### src/rtl/delay_credit_buffer_if.sv
// Handshake bundle between the issuer, the external fixed-latency pipeline
// return, the consumer and the credit buffer.
interface delay_credit_buffer_if #(
  parameter int DATAWIDTH = 32
);
  logic                 s_valid;
  logic                 s_ready;
  logic                 pipe_valid;
  logic [DATAWIDTH-1:0] pipe_data;
  logic                 m_valid;
  logic [DATAWIDTH-1:0] m_data;
  logic                 m_ready;

  // Environment side: issuer, external pipeline output and consumer.
  modport master (
    output s_valid,
    input  s_ready,
    output pipe_valid,
    output pipe_data,
    input  m_valid,
    input  m_data,
    output m_ready
  );

  // Buffer side.
  modport slave (
    input  s_valid,
    output s_ready,
    input  pipe_valid,
    input  pipe_data,
    output m_valid,
    output m_data,
    input  m_ready
  );
endinterface

### src/rtl/delay_credit_buffer.sv
// Credit-based return buffer for a fixed-latency valid-only pipeline.
// Issue permission is granted only while launched-but-unreturned words plus
// buffered words leave room in the FIFO, so results always have a slot.
module delay_credit_buffer #(
  parameter  int DATAWIDTH = 32,
  parameter  int DEPTH     = 8,
  localparam int CNTW      = $clog2(DEPTH + 1)
) (
  input  logic                   clk,
  input  logic                   rst_n,
  delay_credit_buffer_if.slave   bus,
  output logic [CNTW-1:0]        inflight,
  output logic [CNTW-1:0]        occupancy,
  output logic                   overflow_err
);

  localparam int              PTRW       = $clog2(DEPTH);
  localparam logic [CNTW:0]   CREDIT_MAX = (CNTW + 1)'(DEPTH);
  localparam logic [CNTW-1:0] FULL_LEVEL = CNTW'(DEPTH);

  logic [DATAWIDTH-1:0] mem [DEPTH];

  logic [PTRW-1:0] wptr_reg, wptr_next;
  logic [PTRW-1:0] rptr_reg, rptr_next;
  logic [CNTW-1:0] inflight_reg, inflight_next;
  logic [CNTW-1:0] occupancy_reg, occupancy_next;
  logic            err_reg, err_next;

  logic            issue;
  logic            push;
  logic            pop;
  logic            full;
  logic            accept_push;
  logic            spurious;
  logic            dropped;
  logic            ret_credit;
  logic [CNTW:0]   credits_used;

  // One extra bit so a corrupted (error-state) sum cannot wrap below DEPTH.
  assign credits_used = {1'b0, inflight_reg} + {1'b0, occupancy_reg};
  assign bus.s_ready  = rst_n && (credits_used < CREDIT_MAX);

  assign issue = bus.s_valid && bus.s_ready;
  assign push  = bus.pipe_valid;
  assign pop   = bus.m_valid && bus.m_ready;
  assign full  = (occupancy_reg == FULL_LEVEL);

  // A full FIFO still accepts a return when the head leaves in the same cycle.
  assign accept_push = push && (!full || pop);
  assign dropped     = push && full && !pop;
  assign spurious    = push && (inflight_reg == '0);
  // A spurious return must not wrap inflight below zero.
  assign ret_credit  = push && ((inflight_reg != '0) || issue);

  // Head is presented straight from the array; no output register, no bypass.
  assign bus.m_valid = (occupancy_reg != '0);
  assign bus.m_data  = mem[rptr_reg];

  assign inflight     = inflight_reg;
  assign occupancy    = occupancy_reg;
  assign overflow_err = err_reg;

  // Next-state arithmetic for counters, pointers and the sticky error flag.
  always_comb begin
    inflight_next  = inflight_reg + CNTW'(issue) - CNTW'(ret_credit);
    occupancy_next = occupancy_reg + CNTW'(accept_push) - CNTW'(pop);
    wptr_next      = wptr_reg + PTRW'(accept_push);
    rptr_next      = rptr_reg + PTRW'(pop);
    err_next       = err_reg | dropped | spurious;
  end

  // Control state: cleared by reset, otherwise takes the computed next values.
  always_ff @(posedge clk) begin
    if (!rst_n) begin
      wptr_reg      <= '0;
      rptr_reg      <= '0;
      inflight_reg  <= '0;
      occupancy_reg <= '0;
      err_reg       <= 1'b0;
    end else begin
      wptr_reg      <= wptr_next;
      rptr_reg      <= rptr_next;
      inflight_reg  <= inflight_next;
      occupancy_reg <= occupancy_next;
      err_reg       <= err_next;
    end
  end

  // Storage write; contents are deliberately left unreset.
  always_ff @(posedge clk) begin
    if (accept_push) begin
      mem[wptr_reg] <= bus.pipe_data;
    end
  end

endmodule
### src/flat_wrapper.sv
// flat-port wrapper written by rule: the top's interface ports become plain ports
module delay_credit_buffer_flat 
#(
  parameter  int DATAWIDTH = 32,
  parameter  int DEPTH     = 8,
  localparam int CNTW      = $clog2(DEPTH + 1)
)
  (clk, rst_n, inflight, occupancy, overflow_err, bus_s_valid, bus_s_ready, bus_pipe_valid, bus_pipe_data, bus_m_valid, bus_m_data, bus_m_ready);
  delay_credit_buffer_if #(.DATAWIDTH(DATAWIDTH)) bus_i ();
  input  logic clk;
  input  logic rst_n;
  output logic [CNTW-1:0] inflight;
  output logic [CNTW-1:0] occupancy;
  output logic overflow_err;
  input wire logic [$bits(bus_i.s_valid)-1:0] bus_s_valid;
  output wire logic [$bits(bus_i.s_ready)-1:0] bus_s_ready;
  input wire logic [$bits(bus_i.pipe_valid)-1:0] bus_pipe_valid;
  input wire logic [$bits(bus_i.pipe_data)-1:0] bus_pipe_data;
  output wire logic [$bits(bus_i.m_valid)-1:0] bus_m_valid;
  output wire logic [$bits(bus_i.m_data)-1:0] bus_m_data;
  input wire logic [$bits(bus_i.m_ready)-1:0] bus_m_ready;
  assign bus_i.s_valid = bus_s_valid;
  assign bus_s_ready = bus_i.s_ready;
  assign bus_i.pipe_valid = bus_pipe_valid;
  assign bus_i.pipe_data = bus_pipe_data;
  assign bus_m_valid = bus_i.m_valid;
  assign bus_m_data = bus_i.m_data;
  assign bus_i.m_ready = bus_m_ready;
  delay_credit_buffer #(.DATAWIDTH(DATAWIDTH), .DEPTH(DEPTH)) u_core (.clk(clk), .rst_n(rst_n), .bus(bus_i), .inflight(inflight), .occupancy(occupancy), .overflow_err(overflow_err));
endmodule
### config.mk
export PLATFORM = sky130hd
export DESIGN_NAME = delay_credit_buffer_flat
export DESIGN_NICKNAME = d
export VERILOG_FILES = /design/src/rtl/delay_credit_buffer_if.sv /design/src/rtl/delay_credit_buffer.sv /design/src/flat_wrapper.sv
export SDC_FILE = /design/constraint.sdc
export NUM_CORES = 1
export LEC_CHECK = 0
export CORE_MARGIN = 1.5
export CORE_UTILIZATION = 45
export CTS_CLUSTER_DIAMETER = 150
export DETAILED_ROUTE_END_ITERATION = 10
export GPL_TIMING_DRIVEN = 0
export PLACE_DENSITY_LB_ADDON = 0.05
export SLEW_MARGIN = 5
export SYNTH_ARGS = -nofsm -noshare
export SYNTH_HDL_FRONTEND = slang
export SYNTH_SLANG_ARGS = --single-unit
### constraint.sdc
create_clock -name clk -period 10.41 [get_ports clk]
set_input_delay 3.123 -clock clk [delete_from_list [all_inputs] [get_ports clk]]
set_output_delay 3.123 -clock clk [all_outputs]
set_load 0.005 [all_outputs]
Word-level counts from Yosys, hierarchy flattened
Memories as Yosys holds them, arrays and structs flattened. A register that Yosys moved wholly into a read port is not among the register bits.
Index checks and enable logic that the tools add are counted.
- latch bits: 0
- output and inout port bits: 43
- bits of input ports: 37
- memories kept: 1
- logic and storage cells: 35
- bits in read-only memories: 0
- bits in writable memories: 256
- register bits after elaboration: 15
- eq/ne operators: 1
- order comparisons: 1
- muxes and demuxes: 3
- divide/modulo/power cells: 0
- shift-type cells: 0
- add/sub/neg operators: 7
- $mul: 0
- bitwise gates (word level): 2
- reduce and logical (&&, ||, !) cells: 15
- memory list (name ; depth ; bits a word ; rd ports ; clocked after Yosys merged registers in ; wr ports ; line ; RTL):
    u_core.mem ; 8 ; 32 ; 1 ; 1 ; 1 ; delay_credit_buffer.sv:21 ; logic [DATAWIDTH-1:0] mem [DEPTH];
- operator list (cell ; number):
    4-bit by 1-bit adder with 4-bit output ; 2
    1-bit logical AND ; 8
    4-bit nonzero test ; 2
    4-bit by 1-bit subtractor with 4-bit output ; 2
    3-bit by 1-bit adder with 3-bit output ; 2
    4-bit by 4-bit adder with 5-bit output ; 1
    5-bit by 4-bit less-than comparator with 1-bit output (second input constant) ; 1
    4-bit equality test (second input constant) ; 1
    4-bit zero test ; 1
    3-bit two-way mux ; 1
    1-bit zero test ; 2
    1-bit logical OR ; 2
    1-bit two-way mux ; 2
    1-bit bitwise OR ; 2

Logic depth before layout (Yosys ltp)
Gate-level depths: netlist (run 1).
- word-level depth: 7
- depth in mapped cells: 12
- depth with buffers taken out: 12

Least setup slack after synthesis (run 1)
OpenSTA, ideal clock, no wires.
- path kind: in2reg
- start point: input port bus_m_ready
- end point: memory u_core.mem[2][0] (enable)
- setup time: 0.513 ns
- path slack: 3.040 ns
- required time: 9.897 ns
- buffers on the path: 0
- stages on the path: 3
- arrival: 6.857 ns
- cells stage by stage: nand2b_1 > a31o_2 > nor4b_1
- longest elaborated chain between the ends: 5
- ends and longest elaborated chain (what ; line ; RTL):
    start, declared ; flat_wrapper.sv:21 ; input wire logic [$bits(bus_i.m_ready)-1:0] bus_m_ready;
    1-bit logical AND ; delay_credit_buffer.sv:45 ; assign pop = bus.m_valid && bus.m_ready;
    1-bit logical OR ; delay_credit_buffer.sv:49 ; assign accept_push = push && (!full || pop);
    1-bit logical AND ; delay_credit_buffer.sv:49 ;
    1-bit two-way mux ; delay_credit_buffer.sv:91 ; if (accept_push) begin
    1-bit two-way mux (not written as such) ; delay_credit_buffer.sv:92 ; mem[wptr_reg] <= bus.pipe_data;
    end, declared ; delay_credit_buffer.sv:21 ;
Every way passes these cells.

Worst setup path in the final report (run 1)
- start point: input port rst_n
- end point: output port bus_s_ready
- longest elaborated chain between the ends: 1
- ends and longest elaborated chain (what ; line ; RTL):
    start, declared ; flat_wrapper.sv:11 ; input logic rst_n;
    1-bit logical AND ; delay_credit_buffer.sv:41 ; assign bus.s_ready = rst_n && (credits_used < CREDIT_MAX);
    end, declared ; flat_wrapper.sv:16 ; output wire logic [$bits(bus_i.s_ready)-1:0] bus_s_ready;
Every way passes these cells.

==> results of run 1 <==
-- cell type report --
type / instances / area (um2)
plain buffers: 20 / 144
clock buffers: 37 / 786
clock inverters: 9 / 96.3
fillers: 1842 / 10300
inverters: 16 / 60.1
multi-input cells: 168 / 2550
flip-flops and latches: 271 / 7990
well taps: 319 / 399
repair buffers: 109 / 1100
-- Yosys cell counts (6+ instances only) --
library cell	n
sky130_fd_sc_hd__ha_1	18
sky130_fd_sc_hd__dfxtp_1	15
sky130_fd_sc_hd__buf_2	6
sky130_fd_sc_hd__and2_1	12
sky130_fd_sc_hd__mux4_1	20
sky130_fd_sc_hd__mux2_2	25
sky130_fd_sc_hd__buf_6	6
sky130_fd_sc_hd__mux4_2	44
sky130_fd_sc_hd__edfxtp_1	256
sky130_fd_sc_hd__inv_1	16
sky130_fd_sc_hd__mux2_4	7
-- layer usage --
| metal | share of wire, % | track usage, % |
|---|---|---|
| met4 | 1.9 | 4.45 |
| met2 | 49 | 28.9 |
| met3 | 3.8 | 2.59 |
| met5 | 0 | 0 |
| met1 | 45 | 25.2 |
-- metrics by stage --
step	area [um2]	TNS, ps
2_1_floorplan	10700	0
3_3_place_gp	11900	-116880
3_5_place_dp	12200	0
4_1_cts	13100	0
5_1_grt	13100	0
6_report	13100	0
-- worst register-to-register path, cell delays in order (launching register included) --
cell	delay, ps
sky130_fd_sc_hd__dfxtp_1	380
sky130_fd_sc_hd__inv_1	100
sky130_fd_sc_hd__ha_1	220
sky130_fd_sc_hd__nand2b_1	160
sky130_fd_sc_hd__a31o_2	320
sky130_fd_sc_hd__nor4b_2	810
sky130_fd_sc_hd__buf_4	320
sky130_fd_sc_hd__buf_6	160
-- worst max path at each step --
stage                      startpoint                     endpoint
after floorplan           bus_m_ready   u_core.mem[2][0]$_DFFE_PP_
after global placement    bus_m_ready  u_core.mem[1][17]$_DFFE_PP_
after detailed placement        rst_n                  bus_s_ready
after CTS                       rst_n                  bus_s_ready
after global routing            rst_n                  bus_s_ready
final                           rst_n                  bus_s_ready
-- cells by family after synthesis --
group / synth area share, %
DFF: 74.6
muxes: 18.0
and+or+nand+nor: 2.13
buffers and inverters: 1.91
adders and majority gates: 2.48
AOI/OAI and AO/OA: 0.584
xor gates and xnor gates: 0.327
-- power breakdown --
group	leakage, uW	switching, uW	internal (uW)
Sequential	0.00245	32.4	1270
Clock	0.000426	383	573
Combinational	0.00148	277	395
==> qor.csv, run 1 <==
metric,value,unit
outcome,completed,
post-CTS setup repair buffer count,0,
number of global-route vias before repair,5256,
portion of the post-synthesis area used by sequential elements,74.6,%
setup repair after global routing missed its margin,no,
leakage power of the design,0.00436,uW
largest net degree at the start of global routing,18,
number of max-cap violations,0,
die span in y,157,um
Netlist Area Pre-Place,10700,um2
Initial Util,45.7,%
number of sinks on the clock net,271,
Yosys Warn Count,0,
Synthesized Nets,532,
Core ar.,23400,um2
CP Cell Sequence,clkdlybuf4s50_1 > nor4b_1 > and2_1 > clkdlybuf4s50_1,
aggregate global routing overflow,0,
"most used cell, CP",sky130_fd_sc_hd__clkdlybuf4s50_1,
gr usage total,17.7,%
Post-Syn Area per Cell,22.5,um2
core utilization of the finished layout,56.1,%
IR Drop Worst-Case VDD,0.000126,V
"leading cell type in the layout, fill and taps excluded",sky130_fd_sc_hd__edfxtp_1,
quantity of hold-fixing buffers added after cts,0,
fraction of layout instances using a drive strength above 1,26.3,%
share of Yosys cell area claimed by the top area cell type,71.8,%
via total after detailed routing,4973,
Worst Skew,12.9,ps
critical path endpoint category,output port,
max FFs per register,256,
Critical Path Stages,4,
highest-count cells in the layout ignoring fill and taps,"sky130_fd_sc_hd__edfxtp_1, sky130_fd_sc_hd__clkdlybuf4s50_1, sky130_fd_sc_hd__mux4_2",
kind of path behind the tightest hold check,flip-flop to flip-flop,
Total Power Consumption,2930,uW
cell type with the highest aggregate area in the netlist,sky130_fd_sc_hd__edfxtp_1,
drc violations,0,
Syn Inst Count,475,
headroom to the max-slew limit,36.6,%
Synth-to-Final Area Change,22.6,%
Critical Path Start Type,input port,
CTS tree,built,
I/O pin count,80,
largest stage delay on the critical path,670,ps
wire length of the first global-routing pass,31700,um
width of the die,157,um
final setup margin,2350,ps
critical path buffer and inverter count,2,
pre-CTS setup slack,2370,ps
antenna violations before repair,0,
"buffers from clock root to sink, at most",3,
H-Tree Level Count,1,
unique cell type count in the Yosys netlist,35,
number of cells traversed by the worst register-to-register path,7,
"number of placed instances, taps included",903,
final std cells w/o fill,949,
post-synthesis async set-or-reset flop share,0,%
Cell Pwr Density,223,nW/um2
die outline area,24700,um2
Crit Path Class,input port to output port,
"Largest delay share family, worst path",buffers and inverters,
net total in the final layout,671,
slowest CP cell,sky130_fd_sc_hd__clkdlybuf4s50_1,
beginning of the worst hold path,u_core.overflow_err$_SDFF_PN0_,
routability-driven placement congestion ratio,0.712,
WP data required,7290,ps
startpoint of the worst-slack reg-to-reg timing path,u_core.occupancy[2]$_SDFF_PN0_,
R2R Setup Slk,7640,ps
end of the worst register-to-register path,u_core.mem[4][16]$_DFFE_PP_,
num rows,56,
Post-synth EDFFs,256,
TritonCTS Buffers,28,
critical path peak fanout,9,
CTS clock-pin slew for the worst setup and hold paths,60,ps
minimum hold slack,524,ps
pins over their slew limit,0,
worst-case hold path end point,u_core.overflow_err$_SDFF_PN0_,
final WL,20900,um
portion of the clock cycle consumed by the worst path in the final layout,77.4,%
ranking of synthesized cells by area,"sky130_fd_sc_hd__edfxtp_1, sky130_fd_sc_hd__mux4_2, sky130_fd_sc_hd__mux4_1, sky130_fd_sc_hd__dfxtp_1, sky130_fd_sc_hd__mux2_2",
count of buffers from port buffering,79,
sum of net half-perimeters after detailed placement,13400,um
number of synthesized register bits,271,
length of the first detailed-routing pass in iterations,4,
endpoint arrival time on the critical path,4940,ps
Resized Gates After CTS,0,
measured slew at the worst slew-check pin,948,ps
Root Buffer Master,sky130_fd_sc_hd__clkbuf_16,
Final ANT Viol Nets,0,
clock period minus worst slack,8060,ps
highest clock frequency the design can meet,0.124,GHz
number of violations reported at the end of detailed-routing iteration 0,329,
Fin. Hold Viols,0,
insertion delay to the later sink of the worst-skew pair,530,ps
average via count per standard cell,5.24,
number of cells on the worst hold path,2,
drt wl/cell,22.1,um
top flip-flop cell by instance count after synthesis,sky130_fd_sc_hd__edfxtp_1,
number of diodes added for antenna fixing,0,
"Setup violations, final",0,
No activity file was read; power rests on OpenSTA's default activity.
==> inputs of run 2 (changes only) <==
==> constraint.sdc (replaced) <==
create_clock -name clk -period 7.59 [get_ports clk]
set_input_delay 2.277 -clock clk [delete_from_list [all_inputs] [get_ports clk]]
set_output_delay 2.277 -clock clk [all_outputs]
set_load 0.005 [all_outputs]
==> results of run 2 <==
The final DEF is identical to that of run 1. Status: completed.
Among the figures that moved: setup slack after placement 2370 ps -> 1250 ps; setup slack after layout 2350 ps -> 1220 ps; register-to-register setup slack 7640 ps -> 4820 ps; total power 2930 uW -> 4020 uW; worst IR drop on VDD 0.000126 V -> 0.000172 V
==> inputs of run 3 (changes only) <==
==> constraint.sdc (replaced) <==
create_clock -name clk -period 5.2 [get_ports clk]
set_input_delay 1.56 -clock clk [delete_from_list [all_inputs] [get_ports clk]]
set_output_delay 1.56 -clock clk [all_outputs]
set_load 0.005 [all_outputs]
==> run 3 against run 2 <==
Against the previous run: non-clock buffer count down 2; sequential cell count unchanged; worst setup slack worse by 950 ps; final cell count up 0.21%; worst hold slack better by 22 ps; critical path type unchanged; largest cell class unchanged.
==> qor.csv, run 3 (synthesis results as in run 1) <==
metric,value,unit
gr usage total,18.1,%
sum of negative setup slack,0,ps
quantity of hold-fixing buffers added after cts,0,
I/O pin count,80,
Core ar.,23400,um2
relative contribution of combinational cells to total power,23.1,%
net total in the final layout,670,
length of the first detailed-routing pass in iterations,4,
largest net degree at the start of global routing,21,
Synth-to-Final Area Change,22.1,%
instance area at placement,12200,um2
largest stage delay on the critical path,670,ps
Critical Path Start Type,input port,
IR Drop Worst-Case VDD,0.000243,V
routability-driven placement congestion ratio,0.738,
num rows,56,
number of diodes added for antenna fixing,0,
critical path buffer and inverter count,2,
Sw Pwr,1400,uW
slowest CP cell,sky130_fd_sc_hd__clkdlybuf4s50_1,
WP data required,3640,ps
"most used cell, CP",sky130_fd_sc_hd__clkdlybuf4s50_1,
highest clock frequency the design can meet,0.203,GHz
aggregate global routing overflow,0,
post-CTS setup repair buffer count,0,
highest-count cells in the layout ignoring fill and taps,"sky130_fd_sc_hd__edfxtp_1, sky130_fd_sc_hd__clkdlybuf4s50_1, sky130_fd_sc_hd__mux4_2",
final setup margin,273,ps
fraction of layout instances using a drive strength above 1,25.6,%
total of fill cells in the finished design,1847,
TritonCTS Buffers,29,
wire length of the first global-routing pass,32400,um
"Largest delay share family, worst path",buffers and inverters,
number of sinks on the clock net,271,
die span in y,157,um
"leading cell type in the layout, fill and taps excluded",sky130_fd_sc_hd__edfxtp_1,
width of the die,157,um
"Setup violations, final",0,
insertion delay to the later sink of the worst-skew pair,540,ps
count of buffers from port buffering,79,
Worst Skew,8.18,ps
drc violations,0,
core utilization of the finished layout,55.8,%
number of global-route vias before repair,5491,
Resized Gates After CTS,0,
Internal Power,4400,uW
Crit Path Class,input port to output port,
R2R Setup Slk,2550,ps
CTS clock-pin slew for the worst setup and hold paths,60,ps
CP Cell Sequence,clkdlybuf4s50_1 > nor4b_1 > and2_1 > clkdlybuf4s50_1,
pre-CTS setup slack,251,ps
kind of path behind the tightest hold check,flip-flop to flip-flop,
drt wl/cell,22.4,um
leakage power of the design,0.00432,uW
measured slew at the worst slew-check pin,833,ps
max FFs per register,256,
CTS tree,built,
antenna violations before repair,1,
Cell Pwr Density,444,nW/um2
sw frac,24.1,%
outcome,completed,
Root Buffer Master,sky130_fd_sc_hd__clkbuf_16,
sum of net half-perimeters after detailed placement,13700,um
number of max-cap violations,0,
number of violations reported at the end of detailed-routing iteration 0,279,
via total after detailed routing,5032,
H-Tree Level Count,1,
clock period minus worst slack,4930,ps
Initial Util,45.7,%
endpoint arrival time on the critical path,3370,ps
portion of the clock cycle consumed by the worst path in the final layout,94.7,%
setup repair after global routing missed its margin,no,
critical path endpoint category,output port,
average via count per standard cell,5.29,
pins over their slew limit,0,
headroom to the max-slew limit,44.2,%
Final ANT Viol Nets,0,
Fin. Hold Viols,0,
fraction of power consumed by the clock network,31.8,%
"buffers from clock root to sink, at most",3,
die outline area,24700,um2
final WL,21300,um
critical path peak fanout,9,
"Non-Filler Cell Area, Final",13100,um2
sequential fraction of design power,45.1,%
run 3: cell types whose count changed in the layout (fill, tap and decap cells not counted), sizes merged:
| cell | delta |
|---|---|
| buf | -2 |
| clkinv | +5 |
| inv | +1 |
| clkinvlp | -1 |
| bufinv | -1 |
run 3: worst paths after layout:
| path | start | end | cells after the start |
|---|---|---|---|
| worst max-delay path | rst_n | bus_s_ready | 4 |
| worst min-delay path | u_core.overflow_err$_SDFF_PN0_ | u_core.overflow_err$_SDFF_PN0_ | 2 |
| worst max register to register | u_core.inflight[1]$_SDFF_PN0_ | u_core.inflight[2]$_SDFF_PN0_ | 11 |
| worst min register to register | u_core.overflow_err$_SDFF_PN0_ | u_core.overflow_err$_SDFF_PN0_ | 2 |
run 3: metrics by stage:
stage               hold slack, ps  power [uW]  std cells
global route                   578        6070        951
finish                         545        5800        951
floorplan                      496        3410        475
CTS                            541        5890        951
detailed placement             527        4030        901
global placement               502        3970        873
run 3: power groups by stage:
stage                     registers (uW)  clock network, uW  logic [uW]
after CTS                           2620               1900        1380
after detailed placement            2660                  0        1370
after global routing                2630               1980        1460
after global placement              2670                  0        1300
after floorplan                     2650                  0         754
final                               2610               1840        1340
run 3: routing by layer:
layer | global-route usage [%] | share of wire (%) | up-vias
met4 | 4.99 | 2.1 | 0
met3 | 2.84 | 4.0 | 40
met1 | 24.2 | 44 | 2631
met5 | 0 | 0 | -
met2 | 30.9 | 50 | 100
li1 | - | - | 2261
run 3: final cells by class:
class / instances / area, um2 / area share, %
Sequential cell: 271 / 7990 / 61.1
Clock buffer: 37 / 756 / 5.78
Tap cell: 319 / 399 / 3.05
Multi-Input combinational cell: 168 / 2560 / 19.6
Buffer: 20 / 144 / 1.10
Timing Repair Buffer: 107 / 1070 / 8.20
Clock inverter: 13 / 88.8 / 0.680
Inverter: 16 / 60.1 / 0.460
run 3: worst register-to-register path, stage by stage, from the launching register on:
cell and delay [ps]:
sky130_fd_sc_hd__dfxtp_1 480, sky130_fd_sc_hd__ha_1 280, sky130_fd_sc_hd__and3_1 170, sky130_fd_sc_hd__o21ai_0 230, sky130_fd_sc_hd__a41o_1 220, sky130_fd_sc_hd__ha_1 220
sky130_fd_sc_hd__inv_1 60, sky130_fd_sc_hd__ha_1 160, sky130_fd_sc_hd__inv_1 60, sky130_fd_sc_hd__fa_1 380, sky130_fd_sc_hd__xnor2_1 130, sky130_fd_sc_hd__and2_1 150
